## src/rtl/muldiv_issue_pkg.sv

```systemverilog
// Shared definitions for the M-extension issue/writeback controller:
// widths, funct3 codes and FSM state encodings.
package muldiv_issue_pkg;

  localparam int XLEN   = 32;
  localparam int REGA_W = 5;

  localparam logic [2:0] F3_MUL    = 3'b000;
  localparam logic [2:0] F3_MULH   = 3'b001;
  localparam logic [2:0] F3_MULHSU = 3'b010;
  localparam logic [2:0] F3_MULHU  = 3'b011;
  localparam logic [2:0] F3_DIV    = 3'b100;
  localparam logic [2:0] F3_DIVU   = 3'b101;
  localparam logic [2:0] F3_REM    = 3'b110;
  localparam logic [2:0] F3_REMU   = 3'b111;

  localparam logic [1:0] S_IDLE  = 2'd0;
  localparam logic [1:0] S_ISSUE = 2'd1;
  localparam logic [1:0] S_WAIT  = 2'd2;
  localparam logic [1:0] S_DONE  = 2'd3;

  // All multiply variants have funct3[2] clear.
  function automatic logic is_mul_op(input logic [2:0] f3);
    return (f3[2] == 1'b0);
  endfunction

endpackage

```

## src/rtl/muldiv_issue_md_special.sv

```systemverilog
// Zero-operand detection and special-result selection for the mul/div issue path.
// MD_FASTPATH_EN enables the trivial-operand bypass; otherwise fast_hit_o stays low.
module md_special
  import muldiv_issue_pkg::*;
(
  input  logic [2:0]      funct3_i,
  input  logic [XLEN-1:0] a_i,
  input  logic [XLEN-1:0] b_i,
  input  logic [XLEN-1:0] result_i,
  output logic            fast_hit_o,
  output logic [XLEN-1:0] fast_data_o,
  output logic [XLEN-1:0] wb_data_o
);

  logic b_zero_s;

  assign b_zero_s = (b_i == {XLEN{1'b0}});

  // Result of an op whose outcome is fixed by a zero operand.
  always_comb begin
    fast_data_o = {XLEN{1'b0}};
    case (funct3_i)
      F3_MUL, F3_MULH, F3_MULHSU, F3_MULHU: fast_data_o = {XLEN{1'b0}};
      F3_DIV, F3_DIVU:                      fast_data_o = {XLEN{1'b1}};
      F3_REM, F3_REMU:                      fast_data_o = a_i;
      default:                              fast_data_o = {XLEN{1'b0}};
    endcase
  end

  // Signed divide by zero must give all ones whatever sign the dividend has.
  always_comb begin
    wb_data_o = result_i;
    if ((funct3_i == F3_DIV) && b_zero_s) begin
      wb_data_o = {XLEN{1'b1}};
    end else begin
      wb_data_o = result_i;
    end
  end

`ifdef MD_FASTPATH_EN
  logic a_zero_s;
  assign a_zero_s   = (a_i == {XLEN{1'b0}});
  assign fast_hit_o = b_zero_s || (a_zero_s && is_mul_op(funct3_i));
`else
  assign fast_hit_o = 1'b0;
`endif

endmodule

```

## src/rtl/muldiv_issue.sv

```systemverilog
// EX-stage issue/writeback controller between the pipeline and the mul/div unit.
// Optional MD_FASTPATH_EN retires zero-operand ops without starting the unit.
module muldiv_issue
  import muldiv_issue_pkg::*;
(
  input  logic              i_clk_n,
  input  logic              i_rst,
  input  logic              i_valid,
  input  logic              i_flush,
  input  logic [2:0]        i_funct3,
  input  logic [XLEN-1:0]   i_rs1,
  input  logic [XLEN-1:0]   i_rs2,
  input  logic [REGA_W-1:0] i_rd,
  output logic              o_stall,
  output logic              o_wb_valid,
  output logic [REGA_W-1:0] o_wb_rd,
  output logic [XLEN-1:0]   o_wb_data,
  output logic [XLEN-1:0]   o_md_a,
  output logic [XLEN-1:0]   o_md_b,
  output logic [2:0]        o_md_funct3,
  output logic              o_md_en,
  input  logic [XLEN-1:0]   i_md_result,
  input  logic              i_md_busy
);

  logic [1:0]        state_q,   state_d;
  logic [XLEN-1:0]   md_a_q,    md_a_d;
  logic [XLEN-1:0]   md_b_q,    md_b_d;
  logic [2:0]        md_f3_q,   md_f3_d;
  logic [REGA_W-1:0] rd_q,      rd_d;
  logic [XLEN-1:0]   wb_data_q, wb_data_d;

  logic              accept_s;
  logic              in_idle_s;
  logic [2:0]        sp_f3_s;
  logic [XLEN-1:0]   sp_a_s;
  logic [XLEN-1:0]   sp_b_s;
  logic              sp_fast_hit_s;
  logic [XLEN-1:0]   sp_fast_data_s;
  logic [XLEN-1:0]   sp_wb_data_s;

  // A busy unit in IDLE is an orphan from a flushed op; wait for it to drain.
  assign in_idle_s = (state_q == S_IDLE);
  assign accept_s  = in_idle_s && i_valid && !i_flush && !i_md_busy;

  // Fast-path decode looks at the incoming operands, the fix-up at the latched ones.
  assign sp_f3_s = in_idle_s ? i_funct3 : md_f3_q;
  assign sp_a_s  = in_idle_s ? i_rs1    : md_a_q;
  assign sp_b_s  = in_idle_s ? i_rs2    : md_b_q;

  md_special u_special (
    .funct3_i    (sp_f3_s),
    .a_i         (sp_a_s),
    .b_i         (sp_b_s),
    .result_i    (i_md_result),
    .fast_hit_o  (sp_fast_hit_s),
    .fast_data_o (sp_fast_data_s),
    .wb_data_o   (sp_wb_data_s)
  );

  // Next-state, operand latch and writeback capture.
  always_comb begin
    state_d   = state_q;
    md_a_d    = md_a_q;
    md_b_d    = md_b_q;
    md_f3_d   = md_f3_q;
    rd_d      = rd_q;
    wb_data_d = wb_data_q;
    case (state_q)
      S_IDLE: begin
        if (accept_s) begin
          md_a_d  = i_rs1;
          md_b_d  = i_rs2;
          md_f3_d = i_funct3;
          rd_d    = i_rd;
          if (sp_fast_hit_s) begin
            state_d   = S_DONE;
            wb_data_d = sp_fast_data_s;
          end else begin
            state_d   = S_ISSUE;
          end
        end else begin
          state_d = S_IDLE;
        end
      end
      S_ISSUE: begin
        if (i_flush) begin
          state_d = S_IDLE;
        end else begin
          state_d = S_WAIT;
        end
      end
      S_WAIT: begin
        if (i_flush) begin
          state_d = S_IDLE;
        end else if (!i_md_busy) begin
          state_d   = S_DONE;
          wb_data_d = sp_wb_data_s;
        end else begin
          state_d = S_WAIT;
        end
      end
      // The instruction is already retiring, so a flush here is ignored.
      S_DONE:  state_d = S_IDLE;
      default: state_d = S_IDLE;
    endcase
  end

  // State and datapath registers.
  always_ff @(posedge i_clk_n) begin
    if (i_rst) begin
      state_q   <= S_IDLE;
      md_a_q    <= {XLEN{1'b0}};
      md_b_q    <= {XLEN{1'b0}};
      md_f3_q   <= 3'b000;
      rd_q      <= {REGA_W{1'b0}};
      wb_data_q <= {XLEN{1'b0}};
    end else begin
      state_q   <= state_d;
      md_a_q    <= md_a_d;
      md_b_q    <= md_b_d;
      md_f3_q   <= md_f3_d;
      rd_q      <= rd_d;
      wb_data_q <= wb_data_d;
    end
  end

  // The pipeline is released in DONE so it advances on the retiring edge.
  always_comb begin
    o_stall = 1'b0;
    case (state_q)
      S_IDLE:  o_stall = i_valid;
      S_ISSUE: o_stall = 1'b1;
      S_WAIT:  o_stall = 1'b1;
      S_DONE:  o_stall = 1'b0;
      default: o_stall = 1'b0;
    endcase
  end

  assign o_md_en     = (state_q == S_ISSUE);
  assign o_wb_valid  = (state_q == S_DONE);
  assign o_wb_rd     = rd_q;
  assign o_wb_data   = wb_data_q;
  assign o_md_a      = md_a_q;
  assign o_md_b      = md_b_q;
  assign o_md_funct3 = md_f3_q;

endmodule

```

## config.mk

```make
export PLATFORM = sky130hd
export DESIGN_NAME = muldiv_issue
export DESIGN_NICKNAME = d
export VERILOG_FILES = /design/src/rtl/muldiv_issue_pkg.sv /design/src/rtl/muldiv_issue_md_special.sv /design/src/rtl/muldiv_issue.sv
export SDC_FILE = /design/constraint.sdc
export NUM_CORES = 1
export LEC_CHECK = 0
export ABC_AREA = 1
export BUFFER_PORTS_ARGS = -buffer_cell sky130_fd_sc_hd__buf_4
export CAP_MARGIN = 20
export CORE_MARGIN = 4
export CORE_UTILIZATION = 54
export DETAILED_ROUTE_END_ITERATION = 16
export PLACE_DENSITY = 0.86
export RECOVER_POWER = 50
export SYNTH_ARGS = -nofsm -noshare
export SYNTH_HDL_FRONTEND = slang
export SYNTH_HIERARCHICAL = 1
export SYNTH_SLANG_ARGS = --single-unit
```

## constraint.sdc

```tcl
create_clock -name i_clk_n -period 4.4 [get_ports i_clk_n]
set_input_delay 0.88 -clock i_clk_n [delete_from_list [all_inputs] [get_ports i_clk_n]]
set_output_delay 0.88 -clock i_clk_n [all_outputs]
set_load 0.01 [all_outputs]
```

==> flow_metrics.env <==
export IMPL_yosys_register_bits=106
export IMPL_r2r_cells=18
export IMPL_synth_cells=1026
export IMPL_antenna_found_initial=0
export IMPL_start_util_pct=55.0
export IMPL_dieArea_sq_um=12800
export IMPL_cts_max_level=3
export IMPL_skew_ns=0.0189
export IMPL_cts_buffer_depth=2
export IMPL_top_layer_used="met4"
export IMPL_ctsHoldBuffers=0
export IMPL_wl_met2_mm=8.31
export IMPL_first_iter_violations=491
export IMPL_cpMostUsedCell="nand2_1"
export IMPL_crit_chain="inv_1 > ha_2 > inv_6 > nand2_1 > nand2_1 > inv_2 > nand2_1 > nor2_1 > nand2_1 > nor2_1 > nand3_2 > nand2_1 > nand2_1 > inv_1 > a21oi_1 > nand3_1 > nand2_1 > nor2_1"
export IMPL_synth_edf_count=0
export IMPL_met3_length_mm=1.62
export IMPL_critPathArrivalTime_ns=4.10
export IMPL_yosys_warnings=6
export IMPL_cts_tree="built"
export IMPL_synth_fp_nets=1139
export IMPL_ir_drop_v=0.000151
export IMPL_grt_usage_pct=26.7
export IMPL_dpl_hpwl_mm=12.1
export IMPL_cts_buffers=9
export IMPL_outcome="finished clean"
export IMPL_antenna_cells=0
export IMPL_min_period_ns=3.81
export IMPL_slew_headroom_pct=28.0
export IMPL_tightestPinTransition_ns=1.08
export IMPL_cp_num_buf_inv=4
export IMPL_grt_pass1_wl_mm=28.3
export IMPL_hold_viol=0
export IMPL_die_h_um=113
export IMPL_ys_seq_area_share_pct=35.6
export IMPL_gp_congestion=0.853
export IMPL_crit_path_end="o_wb_data[29]$_SDFFE_PP0P_"
export IMPL_slew_viol_final=0
export IMPL_ctsRootBufferMaster="clkbuf_8"
export IMPL_cp_start_kind="register"
export IMPL_cp_slowest_stage_delay_ns=0.64
export IMPL_r2r_end="o_wb_data[29]$_SDFFE_PP0P_"
export IMPL_reg2reg_from="state_q[0]$_SDFF_PP0_"
export IMPL_cp_required_ns=4.69
export IMPL_cp_slowest_cell="ha_2"
export IMPL_cp_startpoint="state_q[0]$_SDFF_PP0_"
export IMPL_utilization_pct=66.3
export IMPL_critPathMaxFanout=71
export IMPL_setup_viol=0
export IMPL_wl_per_cell_um=13.2
export IMPL_ant_nets=0
export IMPL_synth_area_per_cell_sq_um=5.81
export IMPL_rows=38
export IMPL_first_pass_iters=5
export IMPL_clk_latency_ns=0.36
export IMPL_fin_crit_sh_pct=86.6
export IMPL_crit_type="reg2reg"
export IMPL_endpoint_kind="register"
export IMPL_drive_gt1_share_pct=12.0
export IMPL_io_pins=216
export IMPL_path_depth=18
export IMPL_hp_class="reg2reg"
export IMPL_grt_overflow=0
export IMPL_clk_pin_slew_ns=0.10
export IMPL_nets=1304
export IMPL_pre_cts_ws_ns=0.610
export IMPL_p_leak_nw=3.75
export IMPL_core_sq_um=10800
export IMPL_synth_distinct_cells=23
export IMPL_fill_cells=1127
export IMPL_vias_per_cell=4.95
export IMPL_synthFlopType="dfxtp_1"
export IMPL_clock_sinks=106
export IMPL_async_flop_share_pct=0
export IMPL_r2r_slack_ns=0.59
export IMPL_power_density_nw_per_um2=286
export IMPL_grt_pass1_vias=5782
export IMPL_fin_setup_tns_ns=0
export IMPL_synth_cell_area_sq_um=5960
export IMPL_path_delay_family="simple AND/OR/NAND/NOR gates"
export IMPL_met1Wirelength_mm=7.35
export IMPL_die_w_um=113
export IMPL_cts_resized=0
export IMPL_vias=6614
export IMPL_rsz0062_at_grt="no"
export IMPL_wl_mm=17.6
export IMPL_fmax_ghz=0.262
export IMPL_maxCapViolCount=0
export IMPL_setup_ws_ns=0.590
export IMPL_syn_to_final_growth_pct=20.7
export IMPL_grt_max_degree=74
export IMPL_numPortBuffers=215
export IMPL_remaining_drc_errors=0
export IMPL_cts_setup_buffers=0
## synthesized netlist by cell type (4+ instances only)
library cell	count	area share (%)
ha_1	4	0.84
nand2_2	4	0.42
inv_1	87	5.5
dfxtp_1	106	36
clkbuf_2	7	0.59
nand3_1	32	2.7
nand2_1	320	20
buf_2	23	1.9
buf_6	12	2.3
a21oi_1	34	2.9
clkbuf_1	21	1.3
o21ai_0	72	6.0
nor2_1	289	18
## stage by stage
stage               hold slack, ns  area (sq um)  instances  power (mW)
global route                 0.511          7190       1336        2.17
floorplan                    0.508          5960       1026        1.35
global placement             0.464          7410       1320        1.55
detailed placement           0.474          7410       1320        1.55
CTS                          0.492          7580       1336        2.10
finish                       0.491          7190       1336        2.06
## layout by cell type, fill, tap and decap left out, types with 3 or more instances in the layout
cell      Yosys  layout
clkbuf_1     21     107
ha_1          4       3
dfxtp_1     106     106
inv_2         3       4
o21ai_0      72      72
clkbuf_8      0       9
a21oi_1      34      34
nand2_2       4       5
buf_4         1     116
inv_1        87      86
nand2_1     320     319
inv_6         2       4
nor2_1      289     289
nand3_1      32      32
## where the power goes
part | internal [mW] | leakage, nW | switching (mW)
clock | 0.212 | 0.0843 | 0.350
sequential | 1.01 | 0.866 | 0.0354
combinational | 0.182 | 2.80 | 0.265
total | 1.41 | 3.75 | 0.651
## worst min path at each step
stage / startpoint / end / slack (ns) / depth (start not counted)
2_1_floorplan: o_wb_data[0]$_SDFFE_PP0P_ / o_wb_data[0]$_SDFFE_PP0P_ / 0.51 / 2
3_3_place_gp: o_wb_data[17]$_SDFFE_PP0P_ / o_wb_data[17]$_SDFFE_PP0P_ / 0.46 / 2
3_5_place_dp: o_wb_data[24]$_SDFFE_PP0P_ / o_wb_data[24]$_SDFFE_PP0P_ / 0.47 / 2
4_1_cts: o_wb_data[9]$_SDFFE_PP0P_ / o_wb_data[9]$_SDFFE_PP0P_ / 0.49 / 2
5_1_grt: o_wb_rd[0]$_SDFFE_PP0P_ / o_wb_rd[0]$_SDFFE_PP0P_ / 0.51 / 2
6_report: o_wb_data[24]$_SDFFE_PP0P_ / o_wb_data[24]$_SDFFE_PP0P_ / 0.49 / 2
## worst reg2reg max path: stages, from the launching register on
cell and delay [ns]:
dfxtp_1 0.34, inv_1 0.08, ha_2 0.64, inv_6 0.38, nand2_1 0.15, nand2_1 0.07
inv_2 0.43, nand2_1 0.10, nor2_1 0.12, nand2_1 0.06, nor2_1 0.13, nand3_2 0.55
nand2_1 0.24, nand2_1 0.07, inv_1 0.07, a21oi_1 0.04, nand3_1 0.14, nand2_1 0.05
nor2_1 0.10
## cell type report
cell class / instances / area (sq um) / area share, %
multi-input combinational: 761 / 3100 / 43.2
sequential: 106 / 2120 / 29.5
timing repair buffer: 221 / 1260 / 17.6
inverter: 92 / 355 / 4.94
tap: 140 / 175 / 2.44
clock buffer: 11 / 131 / 1.83
clock inverter: 5 / 38.8 / 0.539
## sequential cells by signal (all words and copies together), names as in the netlist
register / flops
o_wb_rd: 5
o_md_b: 32
o_md_funct3: 3
o_wb_data: 32
state_q: 2
o_md_a: 32
## kinds of logic after synthesis
logic type	synth area share, %
fa+ha+maj	0.840
other cells	0.0629
flops	35.6
compound gates	9.16
simple gates	41.9
buf+inv	12.4
## layer usage
layer  vias to the layer above  track usage, %
li1                       3402               -
met1                      2881            35.2
met2                       300            44.1
met3                        31            4.87
met4                         0            8.73
met5                         -               0
(Power assumes the default switching activity.)
